===== src/rtl/ac_exec_ctrl.sv =====
// Multi-cycle execution controller for the basic-computer accumulator datapath.
// Owns AC, E and DR; sequences operand fetch, ALU execution and writeback.
module ac_exec_ctrl #(
  parameter int WIDTH   = 16,
  parameter int ADDR_W  = 12,
  parameter int TIMEOUT = 15
) (
  input  logic              clk,
  input  logic              rst,
  input  logic              cmd_valid,
  output logic              cmd_ready,
  input  logic [3:0]        cmd_op,
  input  logic [ADDR_W-1:0] cmd_addr,
  output logic              mem_req,
  output logic [ADDR_W-1:0] mem_addr,
  input  logic              mem_ack,
  input  logic [WIDTH-1:0]  mem_rdata,
  output logic [2:0]        alu_opsel,
  output logic [WIDTH-1:0]  alu_ac,
  output logic [WIDTH-1:0]  alu_dr,
  output logic              alu_e,
  input  logic [WIDTH-1:0]  alu_result,
  input  logic [1:0]        alu_cntrl_e,
  output logic [WIDTH-1:0]  ac,
  output logic              e,
  output logic              done,
  output logic              skip,
  output logic              err
);

  localparam int CW = $clog2(TIMEOUT + 1);
  localparam logic [2:0] SEL_NOP = 3'b111;

  typedef enum logic [1:0] {S_IDLE, S_MEM, S_EXEC} state_t;

  typedef enum logic [3:0] {
    OP_AND = 4'd0,  OP_ADD = 4'd1,  OP_LDA = 4'd2,  OP_CLA = 4'd3,
    OP_CLE = 4'd4,  OP_CMA = 4'd5,  OP_CME = 4'd6,  OP_CIR = 4'd7,
    OP_CIL = 4'd8,  OP_INC = 4'd9,  OP_SPA = 4'd10, OP_SNA = 4'd11,
    OP_SZA = 4'd12, OP_SZE = 4'd13, OP_I14 = 4'd14, OP_I15 = 4'd15
  } op_t;

  state_t            state;
  op_t               op_q;
  logic [ADDR_W-1:0] addr_q;
  logic [CW-1:0]     wait_cnt;
  logic [WIDTH-1:0]  dr_q;
  logic              dr_one;

  function automatic logic [2:0] opsel_of(input op_t op);
    case (op)
      OP_AND:         return 3'b001;
      OP_ADD, OP_INC: return 3'b000;
      OP_LDA:         return 3'b010;
      OP_CMA:         return 3'b011;
      OP_CIR:         return 3'b100;
      OP_CIL:         return 3'b101;
      default:        return SEL_NOP;
    endcase
  endfunction

  // 10 sets E, 01 clears E, anything else holds it.
  function automatic logic e_update(input logic [1:0] ctl, input logic cur);
    case (ctl)
      2'b10:   return 1'b1;
      2'b01:   return 1'b0;
      default: return cur;
    endcase
  endfunction

  assign cmd_ready = (state == S_IDLE) && !rst;
  assign mem_addr  = addr_q;
  assign alu_ac    = ac;
  assign alu_e     = e;
  assign alu_dr    = dr_one ? WIDTH'(1) : dr_q;

  // NOTE: all state is assigned with <= so every register samples pre-edge values;
  // blocking assignments here would create order-dependent simulation/synthesis mismatch.
  always_ff @(posedge clk) begin
    if (rst) begin
      state     <= S_IDLE;
      op_q      <= OP_AND;
      addr_q    <= '0;
      wait_cnt  <= '0;
      dr_q      <= '0;
      dr_one    <= 1'b0;
      ac        <= '0;
      e         <= 1'b0;
      mem_req   <= 1'b0;
      alu_opsel <= SEL_NOP;
      done      <= 1'b0;
      skip      <= 1'b0;
      err       <= 1'b0;
    end else begin
      done <= 1'b0;
      skip <= 1'b0;
      err  <= 1'b0;
      case (state)
        S_IDLE: begin
          if (cmd_valid) begin
            op_q     <= op_t'(cmd_op);
            addr_q   <= cmd_addr;
            wait_cnt <= '0;
            if (cmd_op <= 4'd2) begin
              state   <= S_MEM;
              mem_req <= 1'b1;
            end else begin
              state     <= S_EXEC;
              alu_opsel <= opsel_of(op_t'(cmd_op));
              dr_one    <= (op_t'(cmd_op) == OP_INC);
            end
          end
        end

        S_MEM: begin
          if (mem_ack) begin
            dr_q      <= mem_rdata;
            mem_req   <= 1'b0;
            state     <= S_EXEC;
            alu_opsel <= opsel_of(op_q);
          end else if (wait_cnt == CW'(TIMEOUT - 1)) begin
            mem_req <= 1'b0;
            state   <= S_IDLE;
            done    <= 1'b1;
            err     <= 1'b1;
          end else begin
            wait_cnt <= wait_cnt + 1'b1;
          end
        end

        S_EXEC: begin
          state     <= S_IDLE;
          done      <= 1'b1;
          alu_opsel <= SEL_NOP;
          dr_one    <= 1'b0;
          case (op_q)
            OP_AND, OP_LDA, OP_CMA, OP_INC: ac <= alu_result;
            OP_ADD, OP_CIR, OP_CIL: begin
              ac <= alu_result;
              e  <= e_update(alu_cntrl_e, e);
            end
            OP_CLA: ac <= '0;
            OP_CLE: e  <= 1'b0;
            OP_CME: e  <= ~e;
            OP_SPA: skip <= !ac[WIDTH-1] && (ac != '0);
            OP_SNA: skip <= ac[WIDTH-1];
            OP_SZA: skip <= (ac == '0);
            OP_SZE: skip <= !e;
            OP_I14, OP_I15: err <= 1'b1;
            default: ;
          endcase
        end

        default: state <= S_IDLE;
      endcase
    end
  end

endmodule


===== config.mk =====
export PLATFORM = sky130hd
export DESIGN_NAME = ac_exec_ctrl
export DESIGN_NICKNAME = d
export VERILOG_FILES = /design/src/rtl/ac_exec_ctrl.sv
export SDC_FILE = /design/constraint.sdc
export NUM_CORES = 1
export LEC_CHECK = 0
export ABC_AREA = 1
export ABC_CLOCK_PERIOD_IN_PS = 2200
export CAP_MARGIN = 20
export CELL_PAD_IN_SITES_DETAIL_PLACEMENT = 2
export CELL_PAD_IN_SITES_GLOBAL_PLACEMENT = 2
export CORE_ASPECT_RATIO = 1.25
export CORE_UTILIZATION = 23
export CTS_CLUSTER_DIAMETER = 40
export CTS_CLUSTER_SIZE = 28
export DETAILED_ROUTE_END_ITERATION = 12
export GPL_TIMING_DRIVEN = 0
export PLACE_DENSITY = 0.86
export SYNTH_ARGS = -nofsm -noshare
export SYNTH_HDL_FRONTEND = slang
export SYNTH_SLANG_ARGS = --single-unit

===== constraint.sdc =====
create_clock -name clk -period 2.2 [get_ports clk]
set_clock_uncertainty 0.2 [all_clocks]
set_input_delay 0.44 -clock clk [delete_from_list [all_inputs] [get_ports clk]]
set_output_delay 0.44 -clock clk [all_outputs]
set_load 0.005 [all_outputs]

Word-level counts from Yosys, hierarchy flattened
Index checks and enable logic that the tools add are counted.
{"block": "op_classes", "add_sub_neg": 1, "n_mul": 0, "div": 0, "magnitude_cmp": 1, "eq_ne": 34, "n_shift": 0, "n_mux": 33, "bitwise": 2, "n_reduce_logical": 30}
{"op": "4-bit == test (second input constant)", "n": 11}
{"op": "3-bit one-hot mux with 6 select lines", "n": 2}
{"op": "16-bit one-hot mux with 2 select lines", "n": 1}
{"op": "4-bit by 3-bit == test with 1-bit output (second input constant)", "n": 6}
{"op": "16-bit logical NOT", "n": 1}
{"op": "16-bit two-way mux", "n": 1}
{"op": "16-bit nonzero test", "n": 1}
{"op": "4-bit by 2-bit == test with 1-bit output (second input constant)", "n": 3}
{"op": "4-bit two-way mux", "n": 3}
{"op": "4-bit AND reduction", "n": 3}
{"op": "2-bit != test (second input constant)", "n": 5}
{"op": "1-bit one-hot mux with 2 select lines", "n": 5}
{"op": "1-bit two-way mux", "n": 9}
{"op": "3-bit two-way mux", "n": 3}
{"op": "3-bit one-hot mux with 3 select lines", "n": 1}
{"op": "4-bit by 1-bit == test with 1-bit output (second input constant)", "n": 2}
{"op": "4-bit logical NOT", "n": 2}
{"op": "2-bit two-way mux", "n": 4}
{"op": "4-bit one-hot mux with 2 select lines", "n": 1}
{"op": "2-bit AND reduction", "n": 4}
{"op": "2-bit OR reduction", "n": 4}
{"op": "7-bit OR reduction", "n": 1}
{"op": "3-bit AND reduction", "n": 2}
{"op": "2-bit nonzero test", "n": 3}
{"op": "other kinds (16)", "n": 23}
{"block": "totals", "regBits": 63, "latch_bits": 0, "ramBits": 0, "romBits": 0, "input_bits": 54, "output_inout_bits": 70, "elab_cells": 114, "mem_count": 0}

Depth between registers and ports, before layout
{"block": "depth", "ltp_word": 6, "depth_mapped": 11}

Worst setup path before layout
OpenSTA, ideal clock, no wires.
{"block": "synth_timing", "path_type": "register -> register", "from": "register state[1]", "to": "register wait_cnt[2]", "setup_time_ns": 0.122, "arrival_ns": 1.318, "slack_ns": 0.561, "stages_incl_launch_ff": 11, "n_path_buf": 1, "path_cell_list": "dfxtp_1 inv_1 ha_1 buf_4 nor2_1 nor2_1 nand3_1 inv_2 nand2_1 xor2_1 nor2_1"}
{"block": "synth_via", "elab_chain_cells": 3, "elab_cells_between_ends": 8, "cone_classes": "4 x eq/ne; 1 x mux; 3 x reduce/logical"}
{"element": "start: declaration", "line_no": "43", "text": "state_t state;"}
{"element": "start signal: assignment", "line_no": "81", "text": "state <= S_IDLE;"}
{"element": "start signal: assignment", "line_no": "105", "text": "state <= S_MEM;"}
{"element": "start signal: assignment", "line_no": "108", "text": "state <= S_EXEC;"}
{"element": "2-bit by 1-bit == test with 1-bit output / 2-bit logical NOT (equally long branches)", "line_no": "98", "text": "case (state)"}
{"element": "2-bit != test (no line) / 2-bit nonzero test (equally long branches)"}
{"element": "4-bit AND reduction (no line)"}
{"element": "end signal: assignment", "line_no": "127", "text": "wait_cnt <= wait_cnt + 1'b1;"}
{"element": "end: declaration", "line_no": "46", "text": "logic [CW-1:0] wait_cnt;"}
Several ways; a longest one is shown, not always the timed one.
A chain may end at the register's enable or synchronous reset.

Final worst setup path
{"block": "layout_timing", "from": "register dr_one", "to": "output alu_dr[7]"}
{"block": "layout_via", "elab_chain_cells": 1}
{"element": "start: declaration", "line_no": "48", "text": "logic dr_one;"}
{"element": "start signal: assignment", "line_no": "110", "text": "dr_one <= (op_t'(cmd_op) == OP_INC);"}
{"element": "16-bit two-way mux", "line_no": "75", "text": "assign alu_dr = dr_one ? WIDTH'(1) : dr_q;"}
{"element": "end: declaration", "line_no": "20", "text": "output logic [WIDTH-1:0] alu_dr,"}
No other way between the ends.

==> flow_summary.yaml <==
sta:
  whs_ns: 0.2564
  fin_crit_sh: 0.9740
  hold_violations: 0
  relSlewSlack: 0.6072
  drv_slew: 0
  fmax_ghz: 0.4667
  worstMarginPinSlew_ns: 0.5892
  min_period_ns: 2.143
  setup_viol: 0
  rsz0062_at_grt: "false"
yosys:
  syn_area_per_cell_um2: 7.204
  synthesis.area_um2: 3177
  synth.area.top_cells: "dfxtp_1, nor2_1, nand2_1"
  ys_ff_latch: 63
  yosysWarnings: 0
  synth_top_cell_area_share: 0.3970
  yosysSeqAreaShare: 0.3970
  synth_cell_types: 33
  syn_nets: 502
  synth_cells: 441
  synth_top_area_cell: "dfxtp_1"
clock_network:
  cts_sinks: 63
  numCtsBuffers: 9
  cts_tree: "built"
  clk_latency_ns: 0.33
  hold_buffers: 0
  h-tree-depth: 3
  root_buffer: "clkbuf_16"
  clk_transition_reported_paths_ns: 0.05
  clockBufferDepth: 2
detailed_routing:
  first_iter_violations: 62
  drtPass1Iterations: 4
  vias_per_cell: 4.613
  detail-route-antenna-nets: 0
  routed_wl_mm: 11.73
  vias: 3464
  avgRoutedWirePerCell_um: 15.62
  route.detailed.drc: 0
placement:
  dp_cells: 735
  gp_congestion: 0.7655
  placed_area_um2: 4622
  hpwl_mm: 9.331
  portBuffers: 123
layout:
  antenna_cells: 0
  drive_gt1_frac: 0.1517
  final_nets: 639
  area_growth_pct: 55.93
  finalCoreUtilization: 0.3711
  stdcell_area_um2: 4954
  fin_cells: 751
worst_setup_path:
  crit_path_end_kind: "output pin"
  worstPathArrival_ns: 1.50
  cp_max_fo: 10
  required_ns: 1.56
  critPathLaunchType: "flip-flop"
  crit_type: "reg -> out"
power_and_ir_drop:
  p_int_w: 0.002816
  power_leakage_nw: 2.112
  pwr-share-seq: 0.342
  ir_drop_v: 0.0003403
  p_clk_frac: 0.299
  p_comb_frac: 0.359
  p_switching_w: 0.001384
  p_total_w: 0.004200
  switching_share: 0.3295
  power.density_nw_per_um2: 847.9
die:
  die_x_um: 107.1
  initial_core_util: 0.2380
  die_area_um2: 14290
  core_area_um2: 13350
  die_h_um: 133.4
  num_rows: 47
  io_pins: 124
global_route:
  grt_antenna_before_repair: 0
  grt_pass1_wl_mm: 19.16
  grt.total_usage: 0.1720
  grt_pass1_vias: 3853
  grt_overflow: 0
  grt_max_degree: 11
outcome:
  outcome: "complete, no violations"
job:
  maxCapViolations: 0
min_path:
  hold_class: "reg -> reg"
power by group through the flow:
stage               clock network, W  logic (W)  registers (W)
detailed placement                 0    0.00150        0.00145
CTS                          0.00128    0.00154        0.00144
finish                       0.00125    0.00151        0.00144
floorplan                          0   0.000801        0.00143
global placement                   0    0.00142        0.00144
global route                 0.00134    0.00167        0.00146
per-layer routing:
| layer | routed length (µm) | global-route usage |
|---|---|---|
| met1 | 4541 | 0.1828 |
| met2 | 6181 | 0.3194 |
| met3 | 766 | 0.04305 |
| met4 | 245 | 0.06925 |
| met5 | 0 | 0 |
worst max-delay path: stages (launching register included):
cell,delay (ns)
dfxtp_2,0.37
clkbuf_8,0.18
nor2_1,0.11
clkdlybuf4s50_1,0.51
cell type report:
type	count	area (µm²)
Buffer	38	266.5
Fill cell	1537	8396
Timing Repair Buffer	127	1272
Multi-Input combinational cell	295	1520
Clock buffer	11	242.7
Tap cell	171	214.0
Sequential cell	63	1262
Inverter	44	165.2
Clock inverter	2	10.01
cells in the final DEF, fill, tap and decap left out, drive strengths merged, types with 2 or more instances in the layout:
cell and count:
a21oi 45, buf 32, clkbuf 21, clkdlybuf4s50 114, clkinv 2, dfxtp 63
dlygate4sd2 3, dlymetal6s2s 6, ha 7, inv 44, nand2 69, nand3 12
nand4 20, nor2 84, nor3 2, o21ai 46, or2 3
cell usage after synthesis:
cell type / instances
dfxtp_1: 63
buf_2: 4
o21ai_2: 1
a21oi_2: 10
nor3b_1: 1
nand2_1: 55
nand2_4: 3
nand2_2: 11
ha_1: 7
o211a_1: 1
nor2_2: 1
a211oi_1: 1
or2_2: 1
xnor2_2: 1
inv_1: 36
xor2_1: 1
nor3_1: 2
a21oi_1: 35
buf_6: 2
buf_1: 3
o21ai_0: 30
o21ai_1: 15
clkbuf_1: 11
a31oi_1: 1
inv_2: 8
nand3_1: 11
nor2_1: 83
nand3_4: 1
nand4_1: 20
or2_1: 2
buf_4: 18
buf_12: 1
nor4_1: 1
state kept, by name, summed over array words and instances (netlist names), 2 cells and up:
| name | cells |
|---|---|
| state | 2 |
| ac | 16 |
| mem_addr | 12 |
| alu_opsel | 3 |
| dr_q | 16 |
| wait_cnt | 4 |
| op_q | 4 |
final timing paths:
check	startpoint	end	slack (ns)	cells past startpoint
worst max-delay path	dr_one	alu_dr[7]	0.06	3
worst min-delay path	dr_q[1]	dr_q[1]	0.26	2
worst max register to register	state[0]	ac[9]	0.10	7
worst min register to register	dr_q[1]	dr_q[1]	0.26	2
what timing repair did:
item	4_1_cts	5_1_grt
endpoints found under the setup margin	16	16
pin swaps	1	0
resized for setup	15	11
buffers inserted	4	0
per-stage QoR:
step,worst slack [ns],setup TNS [ns]
finish,0.05721,0
floorplan,0.5610,0
global route,0.004734,0
CTS,0.006299,0
detailed placement,-0.7489,-1.664
global placement,-0.7137,-0.7749
cells by family after synthesis:
logic type | share of synthesized area
AOI/OAI and AO/OA | 0.1638
xor gates and xnor gates | 0.007879
adders and majority gates | 0.02757
buffers and inverters | 0.1308
DFF | 0.3970
and+or+nand+nor | 0.2729
Note: power is estimated with default switching activity, not from simulation.
